File: src/rtl/plant_pkg.sv
// Shared constants and state encoding for the plant controller and its sensor front end.
// Optional build macro: SENSOR_PARITY_EN adds an even-parity bit to each ADC frame.
package plant_pkg;

    localparam int unsigned TEMP_W  = 3;
    localparam int unsigned WATER_W = 4;
    localparam int unsigned RAW_W   = 8;

`ifdef SENSOR_PARITY_EN
    localparam int unsigned FRAME_BITS = 2 * RAW_W + 1;
`else
    localparam int unsigned FRAME_BITS = 2 * RAW_W;
`endif

    localparam int unsigned BIT_CNT_W = $clog2(FRAME_BITS + 1);

    typedef enum logic [2:0] {
        StIdle,
        StSelect,
        StShift,
        StLatch,
        StWait
    } state_e;

endpackage

File: src/rtl/sensor_poll_master_if.sv
// Sensor-side serial link plus the quantized codes handed to the plant controller.
interface sensor_poll_master_if;
    import plant_pkg::*;

    logic               start;
    logic               miso;
    logic               cs_n;
    logic               sclk;
    logic [TEMP_W-1:0]  temperature;
    logic [WATER_W-1:0] water;
    logic               sample_valid;
    logic               frame_err;

    modport master (
        input  start, miso,
        output cs_n, sclk, temperature, water, sample_valid, frame_err
    );

    modport slave (
        output start, miso,
        input  cs_n, sclk, temperature, water, sample_valid, frame_err
    );

endinterface

File: src/rtl/sensor_poll_master_sclk_gen.sv
// Half-period divider for the ADC serial clock, with sample strobe and bit counter.
module sclk_gen
    import plant_pkg::*;
#(
    parameter int unsigned CLK_DIV = 4
) (
    input  logic clk,
    input  logic reset,
    input  logic run_i,      // count half-periods (select setup and shifting)
    input  logic shift_i,    // let sclk toggle at half-period ends
    output logic sclk_o,
    output logic half_end_o,
    output logic sample_o,   // last clk cycle of an sclk high phase
    output logic done_o      // sample strobe of the final frame bit
);

    localparam int unsigned DIV_W = $clog2(CLK_DIV);

    logic [DIV_W-1:0]     div_q, div_d;
    logic                 sclk_q, sclk_d;
    logic [BIT_CNT_W-1:0] bit_q, bit_d;

    // Strobes and next-state for the divider, sclk phase and bit count.
    always_comb begin
        half_end_o = run_i && (div_q == DIV_W'(CLK_DIV - 1));
        sample_o   = half_end_o && shift_i && sclk_q;
        done_o     = sample_o && (bit_q == BIT_CNT_W'(FRAME_BITS - 1));

        div_d  = '0;
        sclk_d = 1'b0;
        bit_d  = '0;
        if (run_i) begin
            div_d = half_end_o ? '0 : div_q + 1'b1;
            bit_d = sample_o ? bit_q + 1'b1 : bit_q;
            if (shift_i) begin
                sclk_d = half_end_o ? ~sclk_q : sclk_q;
            end
        end
    end

    // Divider state; reset clears everything so an aborted frame leaves sclk low.
    always_ff @(posedge clk or negedge reset) begin
        if (!reset) begin
            div_q  <= '0;
            sclk_q <= 1'b0;
            bit_q  <= '0;
        end else begin
            div_q  <= div_d;
            sclk_q <= sclk_d;
            bit_q  <= bit_d;
        end
    end

    assign sclk_o = sclk_q;

endmodule

File: src/rtl/sensor_poll_master.sv
// Periodic two-channel ADC poller producing temperature/water codes for the plant controller.
// Optional build macro: SENSOR_PARITY_EN checks a trailing even-parity bit and flags bad frames.
module sensor_poll_master
    import plant_pkg::*;
#(
    parameter int unsigned CLK_DIV       = 4,
    parameter int unsigned SAMPLE_PERIOD = 1000
) (
    input logic                  clk,
    input logic                  reset,
    sensor_poll_master_if.master bus
);

    localparam int unsigned PER_W = $clog2(SAMPLE_PERIOD);
    localparam logic [PER_W-1:0] PER_MAX = PER_W'(SAMPLE_PERIOD - 1);
    localparam int unsigned T_MSB = FRAME_BITS - 1;
    localparam int unsigned W_MSB = FRAME_BITS - 1 - RAW_W;

    state_e                  state_q, state_d;
    logic [PER_W-1:0]        per_q, per_d;
    logic [FRAME_BITS-1:0]   shreg_q, shreg_d;
    logic                    cs_n_q, cs_n_d;
    logic [TEMP_W-1:0]       temp_q, temp_d;
    logic [WATER_W-1:0]      water_q, water_d;
    logic                    valid_q, valid_d;
    logic                    parity_ok;
    logic                    sclk, half_end, sample, done;
    logic                    run, shift;

    assign run   = (state_q == StSelect) || (state_q == StShift);
    assign shift = (state_q == StShift);

    sclk_gen #(
        .CLK_DIV(CLK_DIV)
    ) u_sclk_gen (
        .clk       (clk),
        .reset     (reset),
        .run_i     (run),
        .shift_i   (shift),
        .sclk_o    (sclk),
        .half_end_o(half_end),
        .sample_o  (sample),
        .done_o    (done)
    );

`ifdef SENSOR_PARITY_EN
    logic frame_err_q, frame_err_d;
    assign parity_ok   = ~^shreg_q;
    assign frame_err_d = (state_q == StLatch) && !parity_ok;
    assign bus.frame_err = frame_err_q;
`else
    assign parity_ok     = 1'b1;
    assign bus.frame_err = 1'b0;
`endif

    // Frame sequencing; the period counter saturates at SAMPLE_PERIOD-1 so it never wraps.
    always_comb begin
        state_d = state_q;
        cs_n_d  = cs_n_q;
        shreg_d = shreg_q;
        temp_d  = temp_q;
        water_d = water_q;
        valid_d = 1'b0;
        per_d   = (per_q == PER_MAX) ? per_q : per_q + 1'b1;

        case (state_q)
            StIdle: begin
                per_d = '0;
                if (bus.start) begin
                    state_d = StSelect;
                    cs_n_d  = 1'b0;
                end
            end
            StSelect: begin
                if (half_end) begin
                    state_d = StShift;
                end
            end
            StShift: begin
                if (sample) begin
                    shreg_d = {shreg_q[FRAME_BITS-2:0], bus.miso};
                end
                if (done) begin
                    state_d = StLatch;
                    cs_n_d  = 1'b1;
                end
            end
            StLatch: begin
                // Keep the top bits of each raw byte; a bad frame leaves the codes untouched.
                if (parity_ok) begin
                    temp_d  = shreg_q[T_MSB -: TEMP_W];
                    water_d = shreg_q[W_MSB -: WATER_W];
                    valid_d = 1'b1;
                end
                state_d = StWait;
            end
            StWait: begin
                if (per_q == PER_MAX) begin
                    if (bus.start) begin
                        state_d = StSelect;
                        cs_n_d  = 1'b0;
                        per_d   = '0;
                    end else begin
                        state_d = StIdle;
                    end
                end
            end
            default: state_d = StIdle;
        endcase
    end

    // Registered FSM state and outputs; reset aborts any frame in flight.
    always_ff @(posedge clk or negedge reset) begin
        if (!reset) begin
            state_q     <= StIdle;
            per_q       <= '0;
            shreg_q     <= '0;
            cs_n_q      <= 1'b1;
            temp_q      <= '0;
            water_q     <= '0;
            valid_q     <= 1'b0;
`ifdef SENSOR_PARITY_EN
            frame_err_q <= 1'b0;
`endif
        end else begin
            state_q     <= state_d;
            per_q       <= per_d;
            shreg_q     <= shreg_d;
            cs_n_q      <= cs_n_d;
            temp_q      <= temp_d;
            water_q     <= water_d;
            valid_q     <= valid_d;
`ifdef SENSOR_PARITY_EN
            frame_err_q <= frame_err_d;
`endif
        end
    end

    assign bus.cs_n         = cs_n_q;
    assign bus.sclk         = sclk;
    assign bus.temperature  = temp_q;
    assign bus.water        = water_q;
    assign bus.sample_valid = valid_q;

endmodule

File: src/flat_wrapper.sv
// flat-port wrapper written by rule: the top's interface ports become plain ports
module sensor_poll_master_flat import plant_pkg::*;
#(
    parameter int unsigned CLK_DIV       = 4,
    parameter int unsigned SAMPLE_PERIOD = 1000
)
  (clk, reset, bus_start, bus_miso, bus_cs_n, bus_sclk, bus_temperature, bus_water, bus_sample_valid, bus_frame_err);
  sensor_poll_master_if bus_i ();
  input logic clk;
  input logic reset;
  input wire logic [$bits(bus_i.start)-1:0] bus_start;
  input wire logic [$bits(bus_i.miso)-1:0] bus_miso;
  output wire logic [$bits(bus_i.cs_n)-1:0] bus_cs_n;
  output wire logic [$bits(bus_i.sclk)-1:0] bus_sclk;
  output wire logic [$bits(bus_i.temperature)-1:0] bus_temperature;
  output wire logic [$bits(bus_i.water)-1:0] bus_water;
  output wire logic [$bits(bus_i.sample_valid)-1:0] bus_sample_valid;
  output wire logic [$bits(bus_i.frame_err)-1:0] bus_frame_err;
  assign bus_i.start = bus_start;
  assign bus_i.miso = bus_miso;
  assign bus_cs_n = bus_i.cs_n;
  assign bus_sclk = bus_i.sclk;
  assign bus_temperature = bus_i.temperature;
  assign bus_water = bus_i.water;
  assign bus_sample_valid = bus_i.sample_valid;
  assign bus_frame_err = bus_i.frame_err;
  sensor_poll_master #(.CLK_DIV(CLK_DIV), .SAMPLE_PERIOD(SAMPLE_PERIOD)) u_core (.clk(clk), .reset(reset), .bus(bus_i));
endmodule
File: config.mk
export PLATFORM = sky130hd
export DESIGN_NAME = sensor_poll_master_flat
export DESIGN_NICKNAME = d
export VERILOG_FILES = /design/src/rtl/plant_pkg.sv /design/src/rtl/sensor_poll_master_if.sv /design/src/rtl/sensor_poll_master_sclk_gen.sv /design/src/rtl/sensor_poll_master.sv /design/src/flat_wrapper.sv
export SDC_FILE = /design/constraint.sdc
export NUM_CORES = 1
export LEC_CHECK = 0
export BUFFER_PORTS_ARGS = -buffer_cell sky130_fd_sc_hd__buf_2
export CAP_MARGIN = 0
export CELL_PAD_IN_SITES_DETAIL_PLACEMENT = 1
export CELL_PAD_IN_SITES_GLOBAL_PLACEMENT = 2
export CORE_MARGIN = 2
export CORE_UTILIZATION = 36
export CTS_CLUSTER_DIAMETER = 80
export CTS_CLUSTER_SIZE = 8
export DETAILED_ROUTE_END_ITERATION = 6
export GPL_TIMING_DRIVEN = 0
export PLACE_DENSITY_LB_ADDON = 0.1
export SYNTH_ARGS = -nofsm -noshare
export SYNTH_HDL_FRONTEND = slang
export SYNTH_SLANG_ARGS = --single-unit
File: constraint.sdc
create_clock -name clk -period 1.5 [get_ports clk]
set_clock_uncertainty 0.15 [all_clocks]
set_input_delay 0.3 -clock clk [delete_from_list [all_inputs] [get_ports clk]]
set_output_delay 0.3 -clock clk [all_outputs]
set_load 0.03 [all_outputs]
Yosys cells after proc, flatten, opt, wreduce, memory -nomap -nowiden
Index checks and enable logic that the tools add are counted.

storage, ports and cells
  memories kept = 0
  flip-flop bits (word level) = 46
  latch bits = 0
  bits of input ports = 4
  memory bits (read-only) = 0
  word-level logic and storage cells = 59
  bits in writable memories = 0

operators by class
  add/sub/neg operators = 3
  shift operators = 0
  $mul = 0
  reduce and logical (&&, ||, !) cells = 10
  bitwise gates (word level) = 1
  equal/unequal tests = 13
  $lt $le $gt $ge = 0
  mux-type cells = 22
  div/mod/pow operators = 0

operators by type and width
  cell                                                              count
  10-bit two-way mux                                                3
  10-bit case mux with 2 select lines                               1
  3-bit case mux with 5 select lines                                1
  3-bit two-way mux                                                 4
  10-bit by 1-bit adder with 10-bit output (second input constant)  1
  10-bit == test (second input constant)                            1
  5-bit two-way mux                                                 2
  1-bit two-way mux                                                 8
  2-bit by 1-bit != test with 1-bit output (second input constant)  4
  3-bit by 2-bit == test with 1-bit output (second input constant)  2
  5-bit by 1-bit adder with 5-bit output (second input constant)    1
  5-bit by 4-bit == test with 1-bit output (second input constant)  1
  1-bit logical AND                                                 4
  2-bit two-way mux                                                 2
  4-bit AND reduction                                               1
  3-bit by 1-bit == test with 1-bit output (second input constant)  1
  3-bit == test (second input constant)                             1
  3-bit zero test                                                   1
  3-bit by 2-bit != test with 1-bit output (second input constant)  1
  1-bit case mux with 3 select lines                                1
  3-bit AND reduction                                               1
  3-bit nonzero test                                                1
  2-bit by 1-bit adder with 2-bit output (second input constant)    1
  2-bit == test (second input constant)                             1
  4 further kinds                                                   4

Depth between registers and ports, before layout
Gate-level depths: netlist (run 1).

  depth in word-level cells = 8
  depth in mapped cells = 7
  depth with buffers taken out = 7

Hierarchy
A second synthesis (run 1) with hierarchy kept.

second synthesis, totals
  cells, all modules = 167
  area total of the unflattened synthesis = 2098.3 um^2

modules (own cells, without submodules)
  module              sequential area each (um^2)  instances  cells an instance  area each (um^2)
  sensor_poll_master  952.2                        1          131                1701.6
  sclk_gen            200.2                        1          36                 396.6

Worst setup path after synthesis (run 1)
No wires, ideal clock.

  path kind = register to register
  start = register u_core.u_sclk_gen.sclk_q, in the netlist u_core.u_sclk_gen.sclk_o
  end = register u_core.shreg_q[0]
  data arrival time = 1.450 ns
  slack = -0.225 ns
  period minus slack after synthesis = 1.725 ns
  cell stages (with the launch flop) = 5
  path through = dfrtp_1 -> nand2_1 -> nor3_4 -> buf_4 -> mux2_2

on the way
  word-level cells in the longest chain between the ends = 2

RTL lines
  item                                  line                               RTL
  start: declaration                    sensor_poll_master_sclk_gen.sv:20  logic sclk_q, sclk_d;
  start signal: assignment              sensor_poll_master_sclk_gen.sv:49  sclk_q <= sclk_d;
  1-bit logical AND                     sensor_poll_master_sclk_gen.sv:26  sample_o = half_end_o && shift_i && sclk_q;
  2-bit AND reduction (no source line)  --
  end signal: assignment                sensor_poll_master.sv:128          shreg_q <= shreg_d;
  end: declaration                      sensor_poll_master.sv:21           logic [FRAME_BITS-1:0] shreg_q, shreg_d;

Every way passes these cells.
A chain may end at the register's enable or synchronous reset.

Worst setup path in the final report (run 1)
  start = register u_core.u_sclk_gen.bit_q[1]
  end = register u_core.state_q[0]

on the way
  word-level cells in the longest chain between the ends = 4

RTL lines
  item                                                       line                               RTL
  start: declaration                                         sensor_poll_master_sclk_gen.sv:21  logic [BIT_CNT_W-1:0] bit_q, bit_d;
  start signal: assignment                                   sensor_poll_master_sclk_gen.sv:50  bit_q <= bit_d;
  5-bit by 4-bit == test with 1-bit output                   sensor_poll_master_sclk_gen.sv:27  done_o = sample_o && (bit_q == BIT_CNT_W'(FRAME_BITS - 1));
  1-bit logical AND                                          sensor_poll_master_sclk_gen.sv:27
  2-bit by 1-bit != test with 1-bit output (no source line)  --
  4-bit AND reduction (no source line)                       --
  end signal: assignment                                     sensor_poll_master.sv:115          state_q <= StIdle;
  end signal: assignment                                     sensor_poll_master.sv:126          state_q <= state_d;
  end: declaration                                           sensor_poll_master.sv:19           state_e state_q, state_d;

Every way passes these cells.

==> flow_metrics.env, run 1 <==
export IMPL_dp_hpwl_um=2834
export IMPL_p_per_area_nw_per_um2=806.6
export IMPL_via_per_inst=4.883
export IMPL_grt_pass1_vias=1594
export IMPL_synth_edf_count=0
export IMPL_outcome="finished, violations left"
export IMPL_yosysWarnings=0
export IMPL_cts_tree="yes"
export IMPL_cts_buffers_inserted=5
export IMPL_maxCapViolCount=0
export IMPL_port_buffers=13
export IMPL_n_fill_cell=580
export IMPL_cts_buffer_depth=2
export IMPL_violations="setup timing"
export IMPL_dr_pass1_iters=4
export IMPL_dp_cells=258
export IMPL_fmax_ghz=0.5767
export IMPL_first_iter_violations=25
export IMPL_clk_pin_slew_worst_paths_ns=0.09
export IMPL_wirelength_um=4446
export IMPL_ys_types=44
export IMPL_yosysTopAreaCell="dfrtp_1"
export IMPL_synth_fa_ha_area_share_pct=2.438
export IMPL_postSynth_asyncResetShare_pct=100.0
export IMPL_cts_root_buffer="clkbuf_8"
export IMPL_yosys_area_share_simple_pct=17.37
export IMPL_path_class="reg2reg"
export IMPL_ys_seq_area_share_pct=56.12
export IMPL_die_area_um2=6323
export IMPL_path_max_fanout=2
export IMPL_vias=1372
export IMPL_ir_worst_vdd_uv=446.9
export IMPL_drc_errors=0
export IMPL_rsz0062_at_grt="true"
export IMPL_cts_sinks=46
export IMPL_final_cells=281
export IMPL_fin_ws_ns=-0.2340
export IMPL_final_util_pct=47.85
export IMPL_syn_nets=181
export IMPL_ys_seq_elements=46
export IMPL_avgSynthCellArea_um2=11.87
export IMPL_tightest_slew_ns=1.005
export IMPL_drive_gt1_share_pct=41.63
export IMPL_hold_violations=0
export IMPL_period_share_pct=115.6
export IMPL_leakagePower_nw=1.241
export IMPL_final_cell_mix="44 x dfrtp_1, 27 x nand2_1, 17 x mux2_4, 15 x buf_4, 14 x nor2_1"
export IMPL_place_gp_congestion=0.7381
export IMPL_gr_total_overflow=0
export IMPL_r2r_start="u_core.u_sclk_gen.bit_q[1]"
export IMPL_grt_util_all_layers_pct=16.24
export IMPL_synth_compound_area_share_pct=5.058
export IMPL_relSlewSlack_pct=32.98
export IMPL_core_area_um2=5507
export IMPL_setup_violations_final=31
export IMPL_crit_arrival_ns=1.78
export IMPL_startpoint_type="register"
export IMPL_synth_xor_xnor_area_share_pct=4.692
export IMPL_htreeDepth=2
export IMPL_nNetsFinal=216
export IMPL_core_rowCount=27
export IMPL_maxSlewViolCount=0
export IMPL_cp_end_kind="register"
export IMPL_grt_pass1_wl_um=7845
export IMPL_crit_start="u_core.u_sclk_gen.bit_q[1]"
export IMPL_final_common_cell="dfrtp_1"
export IMPL_synth_ff_type="dfrtp_1"
export IMPL_period_minus_slack_ns=1.734
export IMPL_start_util_pct=37.29
export IMPL_ant_nets=0
export IMPL_synth_top_family_by_area="simple AND/OR/NAND/NOR gates"
export IMPL_grt_max_degree=47
export IMPL_synth_mux_area_share_pct=9.994
export IMPL_postCtsHoldBufs=0
export IMPL_syn_inst=173
export IMPL_die_width_um=79.52
export IMPL_ios=15
export IMPL_antennaDiodeCount=0
export IMPL_antenna_found_initial=0
export IMPL_clk_latency_ns=0.30
export IMPL_crit_required_ns=1.54
export IMPL_area_growth_pct=28.34
export IMPL_netlist_area_um2=2053
export IMPL_die_height_um=79.52
export IMPL_synth_top_area_share_pct=54.84
export IMPL_power_total_mw=2.125
export IMPL_hp_class="in2async"
export IMPL_ys_top_cells_by_area="dfrtp_1 55%, mux2_2 8.8%, nand2_1 5.1%"
export IMPL_wl_per_cell_um=15.82
==> power breakdown <==
| group | internal (mW) | leakage (nW) | switching, mW | total, mW |
|---|---|---|---|---|
| sequential | 1.25 | 0.588 | 0.00484 | 1.25 |
| combinational | 0.0165 | 0.605 | 0.0343 | 0.0509 |
| clock | 0.380 | 0.0478 | 0.442 | 0.821 |
==> what timing repair did <==
action	CTS	global route
pin swaps	12	10
endpoints found under the setup margin	42	42
buffers inserted	14	2
resized for setup	28	5
cloned	2	0
==> final timing paths <==
check / slack [ns] / cells past startpoint / endpoint
worst max-delay path: -0.23 / 7 / u_core.state_q[0]
worst min-delay path: 0.005 / 1 / u_core.u_sclk_gen.div_q[0]
worst max register to register: -0.23 / 7 / u_core.state_q[0]
worst min register to register: 0.32 / 2 / u_core.bus.temperature[0]
max in group asynchronous: 0.53 / 1 / u_core.u_sclk_gen.sclk_o
min in group clk: 0.08 / 2 / u_core.shreg_q[0]
==> worst max-delay path, cell delays in order, from the launching register on <==
cell and delay, ns:
dfrtp_1 0.40, ha_2 0.19, and3_4 0.17, ha_4 0.15
nand4b_1 0.11, a22o_1 0.16, o32ai_1 0.09, a41o_1 0.20
==> layout make-up <==
class                   instances  area [µm²]  share of cell area, %
clock buffers                   6       82.58                  3.134
flip-flops and latches         46        1154                  43.78
repair buffers                 30       210.2                  7.977
multi-input cells             114        1006                  38.18
clock inverters                 2       16.27                 0.6173
plain buffers                   5       52.55                  1.994
inverters                       6       23.77                 0.9022
well taps                      72       90.09                  3.419
==> Yosys cell counts (all sizes together), types with 2 or more instances <==
| cell | number |
|---|---|
| mux2 | 17 |
| nand4 | 3 |
| inv | 5 |
| dfrtp | 45 |
| xor2 | 3 |
| ha | 4 |
| nor3 | 4 |
| a21oi | 2 |
| nor4 | 2 |
| and3 | 3 |
| buf | 7 |
| nand3 | 2 |
| nand3b | 2 |
| nor2 | 15 |
| or3 | 2 |
| nand2 | 28 |
| a22o | 3 |
| nand2b | 2 |
| xnor2 | 8 |
==> through the flow <==
step | hold slack (ns) | area [µm²] | setup TNS (ns) | setup WS, ns
floorplan | -0.1456 | 2140 | -2.498 | -0.1384
global placement | 0.2820 | 2295 | -7.657 | -0.2520
detailed placement | 0.2917 | 2295 | -9.891 | -0.3272
CTS | 0.05258 | 2615 | -4.335 | -0.2599
global route | 0.06736 | 2635 | -6.240 | -0.3386
finish | 0.004589 | 2635 | -3.298 | -0.2340
==> registers in the layout, indices dropped and copies added, names as in the netlist <==
| signal | cells |
|---|---|
| u_core.bus.temperature | 3 |
| u_core.u_sclk_gen.sclk_o | 1 |
| u_core.bus.sample_valid | 1 |
| u_core.state_q | 3 |
| u_core.u_sclk_gen.div_q | 2 |
| u_core.bus.cs_n | 1 |
| u_core.bus.water | 4 |
| u_core.shreg_q | 16 |
| u_core.u_sclk_gen.bit_q | 5 |
| u_core.per_q | 10 |
==> layer usage <==
metal	GRT usage, %	wire length, µm	vias to the layer above
li1	-	-	647
met1	19.44	1886	700
met2	28.32	2372	18
met3	4.186	118	7
met4	5.345	69	0
met5	0	0	-
==> cell families (layout without fill, tap and decap cells) <==
family / after synthesis / in the layout
other cells: 1 / 1
fa+ha+maj: 4 / 4
xor+xnor: 11 / 11
flops: 46 / 46
buf+inv: 14 / 49
simple gates: 67 / 67
mux: 18 / 18
compound gates: 12 / 13
Power figures use the tool's default switching activity.
==> inputs of run 2 (changes only) <==
CORE_UTILIZATION = 40   (was 36)
clock period = 1.9 ns   (was 1.5 ns; I/O delays follow)
==> run 2 against run 1 <==
The run now ends clean. Total power fell by 25%. Global-route usage fell by 0.52 points. Die area fell by 9.5%. Core utilization fell by 1.6 points. Register-to-register slack improved by 0.29 ns. Critical path depth did not move. Cell area fell by 11%. Largest cell class unchanged. Largest power group unchanged.
==> flow_metrics.env, run 2 (synthesis gave the netlist of run 1 again) <==
export IMPL_reg_top3="u_core.shreg_q (16), u_core.per_q (10), u_core.u_sclk_gen.bit_q (5)"
export IMPL_area_growth_pct=13.65
export IMPL_period_share_pct=96.82
export IMPL_hold_violations=0
export IMPL_clk_latency_ns=0.30
export IMPL_startpoint_type="register"
export IMPL_drive_gt1_share_pct=30.10
export IMPL_final_util_pct=46.28
export IMPL_hp_class="in2async"
export IMPL_reg2reg_to="u_core.state_q[0]"
export IMPL_r2r_start="u_core.u_sclk_gen.bit_q[0]"
export IMPL_crit_required_ns=1.94
export IMPL_ant_nets=0
export IMPL_gr_total_overflow=0
export IMPL_antenna_found_initial=0
export IMPL_fin_tns_setup_ns=0
export IMPL_die_width_um=75.65
export IMPL_dp_hpwl_um=2591
export IMPL_crit_start="u_core.u_sclk_gen.bit_q[0]"
export IMPL_period_minus_slack_ns=1.840
export IMPL_wirelength_um=3821
export IMPL_path_max_fanout=3
export IMPL_cts_tree="yes"
export IMPL_die_height_um=75.65
export IMPL_start_util_pct=40.72
export IMPL_reg2reg_depth=7
export IMPL_leakagePower_nw=1.135
export IMPL_relSlewSlack_pct=33.21
export IMPL_r2r_setup_slack_ns=0.06
export IMPL_largest_reg_flops=16
export IMPL_maxCapViolCount=0
export IMPL_core_area_um2=5042
export IMPL_cts_buffers_inserted=5
export IMPL_place_gp_congestion=0.8146
export IMPL_maxSlewViolCount=0
export IMPL_cts_sinks=46
export IMPL_grt_max_degree=47
export IMPL_final_cell_mix="45 x dfrtp_1, 27 x nand2_1, 16 x mux2_2, 15 x buf_2, 14 x nor2_1"
export IMPL_crit_arrival_ns=1.88
export IMPL_cts_root_buffer="clkbuf_8"
export IMPL_path_class="reg2reg"
export IMPL_setup_violations_final=0
export IMPL_antennaDiodeCount=0
export IMPL_htreeDepth=2
export IMPL_drc_errors=0
export IMPL_n_fill_cell=568
export IMPL_nNetsFinal=203
export IMPL_place_ws_ns=-0.04369
export IMPL_fin_ws_ns=0.06047
export IMPL_grt_pass1_vias=1341
export IMPL_outcome="finished, final reports clean"
export IMPL_whs_ns=0.09603
export IMPL_wl_per_cell_um=14.36
export IMPL_dr_pass1_iters=4
export IMPL_via_per_inst=4.910
export IMPL_p_per_area_nw_per_um2=686.5
export IMPL_core_rowCount=26
export IMPL_regMostFlops="u_core.shreg_q"
export IMPL_ios=15
export IMPL_ir_worst_vdd_uv=457.8
export IMPL_vias=1306
export IMPL_port_buffers=13
export IMPL_cts_buffer_depth=2
export IMPL_first_iter_violations=74
export IMPL_grt_util_all_layers_pct=15.72
export IMPL_tightest_slew_ns=1.002
export IMPL_fmax_ghz=0.5436
export IMPL_clk_pin_slew_worst_paths_ns=0.08
export IMPL_die_area_um2=5722
export IMPL_endpoint="u_core.state_q[0]"
export IMPL_final_common_cell="dfrtp_1"
export IMPL_cp_end_kind="register"
export IMPL_grt_pass1_wl_um=6513
run 2: changes by cell type in the layout (fill, tap and decap cells not counted), sizes merged:
cell,delta
inv,-1
clkinv,+2
clkinvlp,-1
buf,-13
run 2: metrics by stage:
step	area [µm²]	std cells	total power [mW]
6_report	2333	266	1.602
5_1_grt	2333	266	1.683
4_1_cts	2312	265	1.633
3_5_place_dp	2206	256	1.046
3_3_place_gp	2206	256	1.044
2_1_floorplan	2053	173	1.020
run 2: worst min-delay path by stage:
stage	end	from
2_1_floorplan	u_core.bus.sample_valid	reset
3_3_place_gp	u_core.u_sclk_gen.div_q[0]	u_core.u_sclk_gen.div_q[0]
3_5_place_dp	u_core.u_sclk_gen.div_q[0]	u_core.u_sclk_gen.div_q[0]
4_1_cts	u_core.per_q[6]	reset
5_1_grt	u_core.shreg_q[0]	bus_miso
6_report	u_core.per_q[7]	reset
run 2: cell type report:
class / count / area [µm²] / share of cell area, %
inverter: 6 / 22.52 / 0.9651
sequential: 46 / 1152 / 49.38
buffer: 7 / 58.81 / 2.520
clock inverter: 2 / 13.76 / 0.5898
tap: 70 / 87.58 / 3.753
multi-input combinational: 114 / 845.8 / 36.25
clock buffer: 6 / 72.57 / 3.110
timing repair buffer: 15 / 80.08 / 3.432
run 2: power breakdown:
| group | total, mW | internal (mW) | switching [mW] |
|---|---|---|---|
| Combinational | 0.0357 | 0.00934 | 0.0263 |
| Clock | 0.578 | 0.260 | 0.318 |
| Sequential | 0.989 | 0.985 | 0.00345 |
| Total | 1.60 | 1.25 | 0.348 |
run 2: repair_timing:
action / in CTS / in global routing
gates resized for setup: 2 / 2
pin swaps: 1 / 1
gates cloned: 1 / 0
endpoints found under the setup margin: 12 / 21
buffers inserted: 0 / 2
hold buffers: 0 / 0
run 2: metal layers:
layer | share of wire, % | GRT usage [%] | vias to the layer above | wire length, µm
met5 | 0 | 0 | - | 0
met4 | 1.2 | 5.848 | 0 | 44
met3 | 3.1 | 5.159 | 5 | 118
met2 | 48 | 24.06 | 15 | 1853
met1 | 47 | 20.92 | 655 | 1805
li1 | - | - | 631 | -
run 2: worst max-delay path, cell delays in order (launching register included):
cell      delay, ns
dfrtp_1        0.41
ha_1           0.22
and3_1         0.18
ha_1           0.19
nand4b_1       0.12
a22o_1         0.17
o32ai_1        0.08
a41o_1         0.21
